File: src/rtl/tap_mem_stream_reader_pkg.sv
// Shared types and default constants for the tap-memory stream reader.
package tap_mem_pkg;

   typedef enum logic [2:0] {
      S_IDLE,
      S_REQ,
      S_WAIT,
      S_SEND,
      S_DONE
   } state_t;

   localparam int P_MEM_ADDR_WD_DEF = 12;
   localparam int P_MEM_WD_DEF      = 72;
   localparam int P_NBR_URAM_DEF    = 2;
   localparam int P_DATA_WD_DEF     = 48;
   localparam int P_TIMEOUT_DEF     = 255;

   function automatic int words_per_line(input int line_wd, input int data_wd);
      return line_wd / data_wd;
   endfunction

endpackage

File: src/rtl/tap_mem_stream_reader_if.sv
// Tap-memory request/return bus and output word stream, grouped as interfaces.
interface tap_mem_if #(
   parameter int P_MEM_ADDR_WD = 12,
   parameter int P_LINE_WD     = 144
);
   logic                     o_data_request;
   logic [P_MEM_ADDR_WD-1:0] o_addr_tap_mem;
   logic [P_LINE_WD-1:0]     i_data_tap_mem;
   logic                     i_data_tap_mem_valid;
   logic                     i_data_tap_mem_busy;

   modport master (
      output o_data_request, o_addr_tap_mem,
      input  i_data_tap_mem, i_data_tap_mem_valid, i_data_tap_mem_busy
   );
   modport slave (
      input  o_data_request, o_addr_tap_mem,
      output i_data_tap_mem, i_data_tap_mem_valid, i_data_tap_mem_busy
   );
endinterface

interface tap_stream_if #(
   parameter int P_DATA_WD = 48
);
   logic [P_DATA_WD-1:0] o_tdata;
   logic                 o_tvalid;
   logic                 i_tready;
   logic                 o_tlast;

   modport master (output o_tdata, o_tvalid, o_tlast, input i_tready);
   modport slave  (input o_tdata, o_tvalid, o_tlast, output i_tready);
endinterface

File: src/rtl/tap_mem_stream_reader_serializer.sv
// Captures one memory line and streams it out LSB slice first under ready/valid.
module tap_mem_line_serializer
   import tap_mem_pkg::*;
#(
   parameter int P_LINE_WD = 144,
   parameter int P_DATA_WD = 48
) (
   input  logic                 clk,
   input  logic                 rst,
   input  logic                 load,
   input  logic [P_LINE_WD-1:0] line,
   input  logic                 last_line,
   output logic                 line_done,
   tap_stream_if.master         axis
);

   localparam int WPL = words_per_line(P_LINE_WD, P_DATA_WD);
   localparam int IW  = (WPL > 1) ? $clog2(WPL) : 1;
   localparam logic [IW-1:0] LAST_IDX = IW'(WPL - 1);

   logic [P_LINE_WD-1:0] line_r;
   logic [IW-1:0]        idx;
   logic                 last_r;
   logic                 accept;

   assign accept = axis.o_tvalid & axis.i_tready;

   // The line is shifted down on each accepted word, so the current word is always the low slice.
   always_ff @(posedge clk) begin
      if (rst) begin
         line_r        <= '0;
         idx           <= '0;
         last_r        <= 1'b0;
         axis.o_tvalid <= 1'b0;
      end else if (load) begin
         line_r        <= line;
         idx           <= '0;
         last_r        <= last_line;
         axis.o_tvalid <= 1'b1;
      end else if (accept) begin
         line_r <= line_r >> P_DATA_WD;
         if (idx == LAST_IDX) begin
            idx           <= '0;
            axis.o_tvalid <= 1'b0;
         end else begin
            idx <= idx + IW'(1);
         end
      end
   end

   assign axis.o_tdata = line_r[P_DATA_WD-1:0];
   assign axis.o_tlast = axis.o_tvalid & last_r & (idx == LAST_IDX);
   assign line_done    = accept & (idx == LAST_IDX);

endmodule

File: src/rtl/tap_mem_stream_reader.sv
// Reads a run of tap-memory lines and streams each line out as fixed-width words.
module tap_mem_stream_reader
   import tap_mem_pkg::*;
#(
   parameter int P_MEM_ADDR_WD = P_MEM_ADDR_WD_DEF,
   parameter int P_MEM_WD      = P_MEM_WD_DEF,
   parameter int P_NBR_URAM    = P_NBR_URAM_DEF,
   parameter int P_DATA_WD     = P_DATA_WD_DEF,
   parameter int P_TIMEOUT     = P_TIMEOUT_DEF
) (
   input  logic                     clk,
   input  logic                     rst,
   input  logic                     i_start,
   input  logic [P_MEM_ADDR_WD-1:0] i_start_addr,
   input  logic [P_MEM_ADDR_WD:0]   i_num_lines,
   tap_mem_if.master                mem,
   tap_stream_if.master             axis,
   output logic                     o_busy,
   output logic                     o_done,
   output logic                     o_err_timeout
);

   localparam int LW = P_NBR_URAM * P_MEM_WD;
   localparam int CW = $clog2(P_TIMEOUT + 1);
   localparam logic [CW-1:0]            TO_LAST  = CW'(P_TIMEOUT - 1);
   localparam logic [P_MEM_ADDR_WD:0]   ONE_LINE = (P_MEM_ADDR_WD + 1)'(1);

   if ((LW % P_DATA_WD) != 0) begin : g_bad_width
      $error("line width must be a multiple of P_DATA_WD");
   end

   state_t                   state, state_nxt;
   logic [P_MEM_ADDR_WD-1:0] addr_r, addr_nxt;
   logic [P_MEM_ADDR_WD:0]   left_r, left_nxt;
   logic [CW-1:0]            wcnt_r, wcnt_nxt;
   logic                     req_nxt, err_nxt, load, line_done;

   always_ff @(posedge clk) begin
      if (rst) begin
         state              <= S_IDLE;
         addr_r             <= '0;
         left_r             <= '0;
         wcnt_r             <= '0;
         mem.o_data_request <= 1'b0;
         mem.o_addr_tap_mem <= '0;
         o_err_timeout      <= 1'b0;
      end else begin
         state              <= state_nxt;
         addr_r             <= addr_nxt;
         left_r             <= left_nxt;
         wcnt_r             <= wcnt_nxt;
         mem.o_data_request <= req_nxt;
         o_err_timeout      <= err_nxt;
         if (req_nxt) mem.o_addr_tap_mem <= addr_r;
      end
   end

   always_comb begin
      state_nxt = state;
      addr_nxt  = addr_r;
      left_nxt  = left_r;
      wcnt_nxt  = wcnt_r;
      req_nxt   = 1'b0;
      err_nxt   = o_err_timeout;
      load      = 1'b0;
      unique case (state)
         S_IDLE: if (i_start) begin
            err_nxt   = 1'b0;
            addr_nxt  = i_start_addr;
            left_nxt  = i_num_lines;
            state_nxt = (i_num_lines == '0) ? S_DONE : S_REQ;
         end
         S_REQ: if (!mem.i_data_tap_mem_busy) begin
            req_nxt   = 1'b1;
            wcnt_nxt  = '0;
            state_nxt = S_WAIT;
         end
         // The request pulse itself is the first WAIT cycle counted.
         S_WAIT: begin
            if (mem.i_data_tap_mem_valid) begin
               load      = 1'b1;
               state_nxt = S_SEND;
            end else if (wcnt_r == TO_LAST) begin
               err_nxt   = 1'b1;
               state_nxt = S_DONE;
            end else begin
               wcnt_nxt = wcnt_r + CW'(1);
            end
         end
         S_SEND: if (line_done) begin
            if (left_r > ONE_LINE) begin
               left_nxt  = left_r - ONE_LINE;
               addr_nxt  = addr_r + P_MEM_ADDR_WD'(1);
               state_nxt = S_REQ;
            end else begin
               state_nxt = S_DONE;
            end
         end
         S_DONE:  state_nxt = S_IDLE;
         default: state_nxt = S_IDLE;
      endcase
   end

   assign o_busy = (state != S_IDLE);
   assign o_done = (state == S_DONE);

   tap_mem_line_serializer #(
      .P_LINE_WD(LW),
      .P_DATA_WD(P_DATA_WD)
   ) u_serializer (
      .clk      (clk),
      .rst      (rst),
      .load     (load),
      .line     (mem.i_data_tap_mem),
      .last_line(left_r == ONE_LINE),
      .line_done(line_done),
      .axis     (axis)
   );

endmodule

File: src/flat_wrapper.sv
// flat-port wrapper written by rule: the top's interface ports become plain ports
module tap_mem_stream_reader_flat import tap_mem_pkg::*;
#(
   parameter int P_MEM_ADDR_WD = P_MEM_ADDR_WD_DEF,
   parameter int P_MEM_WD      = P_MEM_WD_DEF,
   parameter int P_NBR_URAM    = P_NBR_URAM_DEF,
   parameter int P_DATA_WD     = P_DATA_WD_DEF,
   parameter int P_TIMEOUT     = P_TIMEOUT_DEF
)
  (clk, rst, i_start, i_start_addr, i_num_lines, o_busy, o_done, o_err_timeout, mem_o_data_request, mem_o_addr_tap_mem, mem_i_data_tap_mem, mem_i_data_tap_mem_valid, mem_i_data_tap_mem_busy, axis_o_tdata, axis_o_tvalid, axis_o_tlast, axis_i_tready);
  tap_mem_if #(.P_MEM_ADDR_WD(P_MEM_ADDR_WD), .P_LINE_WD(144)) mem_i ();
  tap_stream_if #(.P_DATA_WD(P_DATA_WD)) axis_i ();
  input  logic clk;
  input  logic rst;
  input  logic i_start;
  input  logic [P_MEM_ADDR_WD-1:0] i_start_addr;
  input  logic [P_MEM_ADDR_WD:0] i_num_lines;
  output logic o_busy;
  output logic o_done;
  output logic o_err_timeout;
  output wire logic [$bits(mem_i.o_data_request)-1:0] mem_o_data_request;
  output wire logic [$bits(mem_i.o_addr_tap_mem)-1:0] mem_o_addr_tap_mem;
  input wire logic [$bits(mem_i.i_data_tap_mem)-1:0] mem_i_data_tap_mem;
  input wire logic [$bits(mem_i.i_data_tap_mem_valid)-1:0] mem_i_data_tap_mem_valid;
  input wire logic [$bits(mem_i.i_data_tap_mem_busy)-1:0] mem_i_data_tap_mem_busy;
  output wire logic [$bits(axis_i.o_tdata)-1:0] axis_o_tdata;
  output wire logic [$bits(axis_i.o_tvalid)-1:0] axis_o_tvalid;
  output wire logic [$bits(axis_i.o_tlast)-1:0] axis_o_tlast;
  input wire logic [$bits(axis_i.i_tready)-1:0] axis_i_tready;
  assign mem_o_data_request = mem_i.o_data_request;
  assign mem_o_addr_tap_mem = mem_i.o_addr_tap_mem;
  assign mem_i.i_data_tap_mem = mem_i_data_tap_mem;
  assign mem_i.i_data_tap_mem_valid = mem_i_data_tap_mem_valid;
  assign mem_i.i_data_tap_mem_busy = mem_i_data_tap_mem_busy;
  assign axis_o_tdata = axis_i.o_tdata;
  assign axis_o_tvalid = axis_i.o_tvalid;
  assign axis_o_tlast = axis_i.o_tlast;
  assign axis_i.i_tready = axis_i_tready;
  tap_mem_stream_reader #(.P_MEM_ADDR_WD(P_MEM_ADDR_WD), .P_MEM_WD(P_MEM_WD), .P_NBR_URAM(P_NBR_URAM), .P_DATA_WD(P_DATA_WD), .P_TIMEOUT(P_TIMEOUT)) u_core (.clk(clk), .rst(rst), .i_start(i_start), .i_start_addr(i_start_addr), .i_num_lines(i_num_lines), .mem(mem_i), .axis(axis_i), .o_busy(o_busy), .o_done(o_done), .o_err_timeout(o_err_timeout));
endmodule
File: config.mk
export PLATFORM = sky130hd
export DESIGN_NAME = tap_mem_stream_reader_flat
export DESIGN_NICKNAME = d
export VERILOG_FILES = /design/src/rtl/tap_mem_stream_reader_pkg.sv /design/src/rtl/tap_mem_stream_reader_if.sv /design/src/rtl/tap_mem_stream_reader_serializer.sv /design/src/rtl/tap_mem_stream_reader.sv /design/src/flat_wrapper.sv
export SDC_FILE = /design/constraint.sdc
export NUM_CORES = 1
export LEC_CHECK = 0
export ABC_CLOCK_PERIOD_IN_PS = 6000
export CORE_AREA = 2 2 163 165
export CTS_CLUSTER_DIAMETER = 60
export DETAILED_ROUTE_END_ITERATION = 10
export DIE_AREA = 0 0 165 167
export GPL_TIMING_DRIVEN = 0
export SLEW_MARGIN = 20
export SYNTH_ARGS = -nofsm -noshare
export SYNTH_HDL_FRONTEND = slang
export SYNTH_SLANG_ARGS = --single-unit
File: constraint.sdc
create_clock -name clk -period 6 [get_ports clk]
set_clock_uncertainty 0.2 [all_clocks]
set_input_delay 1.8 -clock clk [delete_from_list [all_inputs] [get_ports clk]]
set_output_delay 1.8 -clock clk [all_outputs]
set_load 0.01 [all_outputs]
=== Word level (Yosys, flattened, before mapping) ===
Cells that the tools add are included.

* Word-level logic and storage cells: 83
* Flip-flop bits (word level): 198

* Mux-type cells: 34
* Magnitude comparators: 1
* Add/sub/neg operators: 4
* Reductions and logical operators: 14
* Equal/unequal tests: 15
* Bitwise gates (word level): 4

{| class="wikitable"
|+ Operator list
! cell !! count
|-
| two-way mux 144 bit || 2
|-
| two-way mux 13 bit || 3
|-
| two-way mux 12 bit || 3
|-
| one-hot mux 13 bit (2 select lines) || 1
|-
| two-way mux 8 bit || 3
|-
| one-hot mux 12 bit (2 select lines) || 1
|-
| two-way mux 3 bit || 7
|-
| one-hot mux 8 bit (2 select lines) || 1
|-
| AND reduction 4 bit || 4
|-
| equality test 13 x 1 -> 1 bit, second input constant || 1
|-
| > comparator 13 x 1 -> 1 bit, second input constant || 1
|-
| logical NOT 13 bit || 1
|-
| subtractor 13 x 1 -> 13 bit, second input constant || 1
|-
| adder 12 x 1 -> 12 bit, second input constant || 1
|-
| one-hot mux 3 bit (4 select lines) || 1
|-
| two-way mux 1 bit || 10
|-
| nonzero test 2 bit || 5
|-
| adder 8 x 1 -> 8 bit, second input constant || 1
|-
| equality test 8 bit, second input constant || 1
|-
| != test 2 bit, second input constant || 4
|-
| equality test 3 x 2 -> 1 bit, second input constant || 2
|-
| != test 2 x 1 -> 1 bit, second input constant || 3
|-
| AND 1 bit || 4
|-
| equality test 3 x 1 -> 1 bit, second input constant || 1
|-
| 10 further kinds || 10
|}

=== Depth between registers and ports, before layout ===
* Depth after elaboration: 4
* Gate-level depth with buffers: 8

=== Modules after synthesis ===
Synthesis repeated with hierarchy kept, for this count alone.

* Cell total of the unflattened synthesis: 1189
* Area total of the unflattened synthesis: 10002.1 um2

{| class="wikitable"
|+ Modules (own cells, without submodules)
! module !! times used !! cells an instance !! area an instance (um2) !! sequential area each (um2)
|-
| tap_mem_line_serializer || 1 || 825 || 7188.1 || 2962.8
|-
| tap_mem_stream_reader || 1 || 364 || 2813.9 || 1001.0
|}

=== Least setup slack after synthesis ===
OpenSTA, ideal clock, no wires.

* Path type: register to output
* Start point: reg u_core.u_serializer.axis.o_tvalid
* End point: out axis_o_tlast
* Data required time: 4.000 ns
* Slack: 2.531 ns
* Buffers on the path: 3
* Data arrival time: 1.469 ns
* Stages on the path, launching flop included: 5
* Path through: dfxtp_1 clkbuf_1 clkbuf_1 clkbuf_1 and4b_1

* Longest elaborated chain between the ends: 2

{| class="wikitable"
|+ RTL lines
! what !! line !! RTL
|-
| from (decl) || tap_mem_stream_reader_if.sv:30 || <nowiki>modport master (output o_tdata, o_tvalid, o_tlast, input i_tready);</nowiki>
|-
| from (signal assigned) || tap_mem_stream_reader_serializer.sv:34 || <nowiki>axis.o_tvalid <= 1'b0;</nowiki>
|-
| from (signal assigned) || tap_mem_stream_reader_serializer.sv:39 || <nowiki>axis.o_tvalid <= 1'b1;</nowiki>
|-
| from (signal assigned) || tap_mem_stream_reader_serializer.sv:44 || <nowiki>axis.o_tvalid <= 1'b0;</nowiki>
|-
| AND 1 bit (2 in series) || tap_mem_stream_reader_serializer.sv:52 || <nowiki>assign axis.o_tlast = axis.o_tvalid & last_r & (idx == LAST_IDX);</nowiki>
|-
| to (decl) || flat_wrapper.sv:28 || <nowiki>output wire logic [$bits(axis_i.o_tlast)-1:0] axis_o_tlast;</nowiki>
|}

No other way between the ends.

=== Worst setup path after layout ===
Ends and elaborated chain as after synthesis.

==> metrics.csv <==
stage,metric,value,unit
setup_path,FF-to-FF Start,u_core.u_serializer.axis.o_tvalid,
cts,CTS tree,done,
setup_path,Worst EP required,4.00,ns
cts,clock root buffer master,clkbuf_16,
synthesis,most instantiated cells after synthesis,"198 x dfxtp_1, 170 x nand2_1, 131 x nor2_1",
setup_path,Crit path buffers/inverters,4,
placed_design,HPWL Detailed,23500,um
setup_path,Max stage delay on crit path,0.60,ns
setup_path,most frequent CP cell,clkbuf_1,
cts,clk sinks,198,
synthesis,syn_area_per_cell,8.23,um2
timing,fmax,0.201,GHz
pwr,Pint,2.36,mW
grt,total grt overflow,0,
timing,Tightest Pin Transition,0.833,ns
setup_path,Crit Path Max Fanout,10,
hold_path,worst hold start,u_core.mem.o_addr_tap_mem[10],
timing,Fin. Hold Viols,0,
placed_design,Place WS,1.48,ns
run,max-cap violation count,0,
detailed_routing,DRC Markers,0,
setup_path,R2R depth,5,
synthesis,ranking of synthesized cells by area,"dfxtp_1 45%, a311oi_1 9.7%, nand2_1 7.2%",
cts,setup bufs post-CTS,0,
grt,initial antenna violation count,5,
pwr,sequential power share,44.3,%
synthesis,Mapped Area,0.00888,mm2
timing,final setup fails,0,
setup_path,worst path cell trace,clkbuf_1 -> clkbuf_1 -> clkbuf_1 -> and4b_1 -> clkdlybuf4s50_1,
pwr,Comb power frac,21.7,%
floorplan,Initial Util,34.5,%
synthesis,Synth Instances,1079,
detailed_routing,WL final,30600,um
setup_path,Critical R2R Capture,u_core.u_serializer.line_r[14],
setup_path,"Arr. time, crit path",2.99,ns
cts,Post-CTS Hold Fix Bufs,0,
grt,Total GRT Usage,22.0,%
setup_path,crit path kind,reg -> out,
timing,Worst slew margin,43.7,%
hold_path,Worst Hold Class,reg -> reg,
floorplan,row count,59,
final_layout,Area Overhead vs Synth,38.3,%
pwr,Pwr Total,3.39,mW
detailed_routing,routed len/inst,18.1,um
synthesis,Yosys top cell area share,44.6,%
detailed_routing,DRT Pass-1 Iters,5,
floorplan,Ports,241,
timing,Hold WS,0.257,ns
synthesis,Main synth FF type,dfxtp_1,
floorplan,die height,167,um
pwr,Leak,4.26,nW
timing,Setup TNS,0,ns
pwr,switching pwr,1.03,mW
cts,Clock Latency Late Sink,0.43,ns
setup_path,R2R Setup Slk,3.46,ns
timing,RSZ-0062 raised after global routing,no,
floorplan,die footprint,0.0276,mm2
synthesis,largest area contributor in the netlist,dfxtp_1,
placed_design,IO buf count,238,
detailed_routing,vias per cell,5.27,
synthesis,register area share after synthesis,44.6,%
synthesis,post-synth cell types,56,
setup_path,critical path launch point type,flop,
synthesis,Syn. warnings,0,
floorplan,Die Wd,165,um
cts,clk slew on worst S/H paths,0.07,ns
detailed_routing,post-route ant nets,0,
grt,number of global-route vias before repair,8737,
final_layout,Final #Nets,1516,
timing,fin. max-slew vios,0,
cts,post-CTS resize count,0,
synthesis,syn_nets,1259,
detailed_routing,DR iter-0 viols,527,
pwr,Clk pwr share,34.0,%
timing,fin worst setup slack,1.01,ns
grt,largest net degree at the start of global routing,20,
hold_path,worst hold endpoint,u_core.mem.o_addr_tap_mem[10],
pwr,PD cells,276,mW/mm2
timing,final worst path period need,4.99,ns
timing,period utilization,83.1,%
setup_path,crit end category,primary output,
synthesis,"EDFF count, synth",0,
synthesis,Async SR Flop Fraction,0,%
hold_path,Hold Path Stages,2,
cts,Inserted Clock Buffers,17,
synthesis,"count leader, synth",dfxtp_1,
run_status,status,"complete, no violations",
cts,htree depth,4,
floorplan,Core Footprint,0.0258,mm2
pwr,Max IR drop VDD,144,uV
pwr,Switching Fraction,30.4,%
setup_path,top cell family by delay on the critical path,buffers and inverters,
final_layout,share of cells above drive strength 1,8.09,%
cts,Clock Path Buffers,2,
synthesis,Yosys reg bits,198,
setup_path,Critical Path Slowest Stage Cell,clkdlybuf4s50_1,
grt,first-pass GRT wire length,47400,um
detailed_routing,Via Count,8883,
placed_design,routability cong.,0.878,
-- worst max path at each step --
stage                                      startpoint            to  cells past startpoint
floorplan           u_core.u_serializer.axis.o_tvalid  axis_o_tlast                      4
CTS                 u_core.u_serializer.axis.o_tvalid  axis_o_tlast                      5
global route        u_core.u_serializer.axis.o_tvalid  axis_o_tlast                      5
global placement    u_core.u_serializer.axis.o_tvalid  axis_o_tlast                      5
finish              u_core.u_serializer.axis.o_tvalid  axis_o_tlast                      5
detailed placement  u_core.u_serializer.axis.o_tvalid  axis_o_tlast                      5
-- per-layer routing --
layer / wire (um) / GRT usage (%) / share of wire (%)
met1: 13300 / 27.9 / 44
met2: 13900 / 35.5 / 46
met3: 2750 / 7.40 / 9.0
met4: 561 / 6.05 / 1.8
met5: 36 / 0 / 0.12
-- cell usage in the layout, fill, tap and decap left out, types with 14 or more instances in the layout --
cell type,netlist,final
o21ai_0,15,15
dfxtp_1,198,198
nor3_1,14,14
a21oi_1,47,47
buf_2,16,16
a311oi_1,98,98
a22o_1,47,47
clkbuf_16,0,17
clkdlybuf4s50_1,0,238
clkbuf_1,72,72
buf_4,50,50
nand3_1,111,111
nand2_1,170,170
nor2_1,131,131
-- cell families (layout without fill, tap and decap cells) --
kind of cell	count (synthesis)	in the layout	share of synthesized area, %
AND/OR/NAND/NOR	458	458	22.7
AO/OA/AOI/OAI	257	257	22.3
flip-flops	198	198	44.6
buffers and inverters	153	422	8.89
XOR/XNOR	7	7	0.690
adder cells (fa/ha/maj)	5	5	0.704
multiplexers	1	1	0.113
other	0	3	0
-- final cells by class --
| cell class | instances | area (um2) |
|---|---|---|
| Antenna cell | 3 | 7.51 |
| Buffer | 145 | 759 |
| Clock buffer | 17 | 425 |
| Clock inverter | 14 | 165 |
| Fill cell | 2532 | 13500 |
| Inverter | 8 | 30.0 |
| Multi-Input combinational cell | 728 | 4130 |
| Sequential cell | 198 | 3960 |
| Tap cell | 335 | 419 |
| Timing Repair Buffer | 238 | 2380 |
-- worst reg2reg max path, cell delays in order, from the launching register on --
cell	delay, ns
dfxtp_1	0.34
clkbuf_1	0.45
clkbuf_1	0.50
clkbuf_1	0.47
nand3_1	0.19
a311oi_1	0.32
-- power by group through the flow --
stage | registers, mW | logic [mW] | clock network, mW
finish | 1.50 | 0.735 | 1.15
global route | 1.52 | 0.799 | 1.23
CTS | 1.50 | 0.733 | 1.18
detailed placement | 1.53 | 0.731 | 0
global placement | 1.53 | 0.728 | 0
floorplan | 1.51 | 0.412 | 0
-- through the flow --
stage | cells | area (um2) | utilization, %
after floorplan | 1079 | 8880 | -
after global placement | 1652 | 11700 | 45.3
after detailed placement | 1652 | 11700 | 45.3
after CTS | 1683 | 12300 | 47.6
after global routing | 1683 | 12300 | 47.6
final | 1686 | 12300 | 47.7
-- sequential cells by signal, indices dropped and copies added (netlist names) --
register,cells
u_core.mem.o_addr_tap_mem,12
u_core.addr_r,12
u_core.state,3
u_core.u_serializer.line_r,144
u_core.mem.o_data_request,1
u_core.u_serializer.axis.o_tvalid,1
u_core.o_err_timeout,1
u_core.left_r,13
u_core.u_serializer.last_r,1
u_core.wcnt_r,8
u_core.u_serializer.idx,2
(Power assumes the default switching activity.)
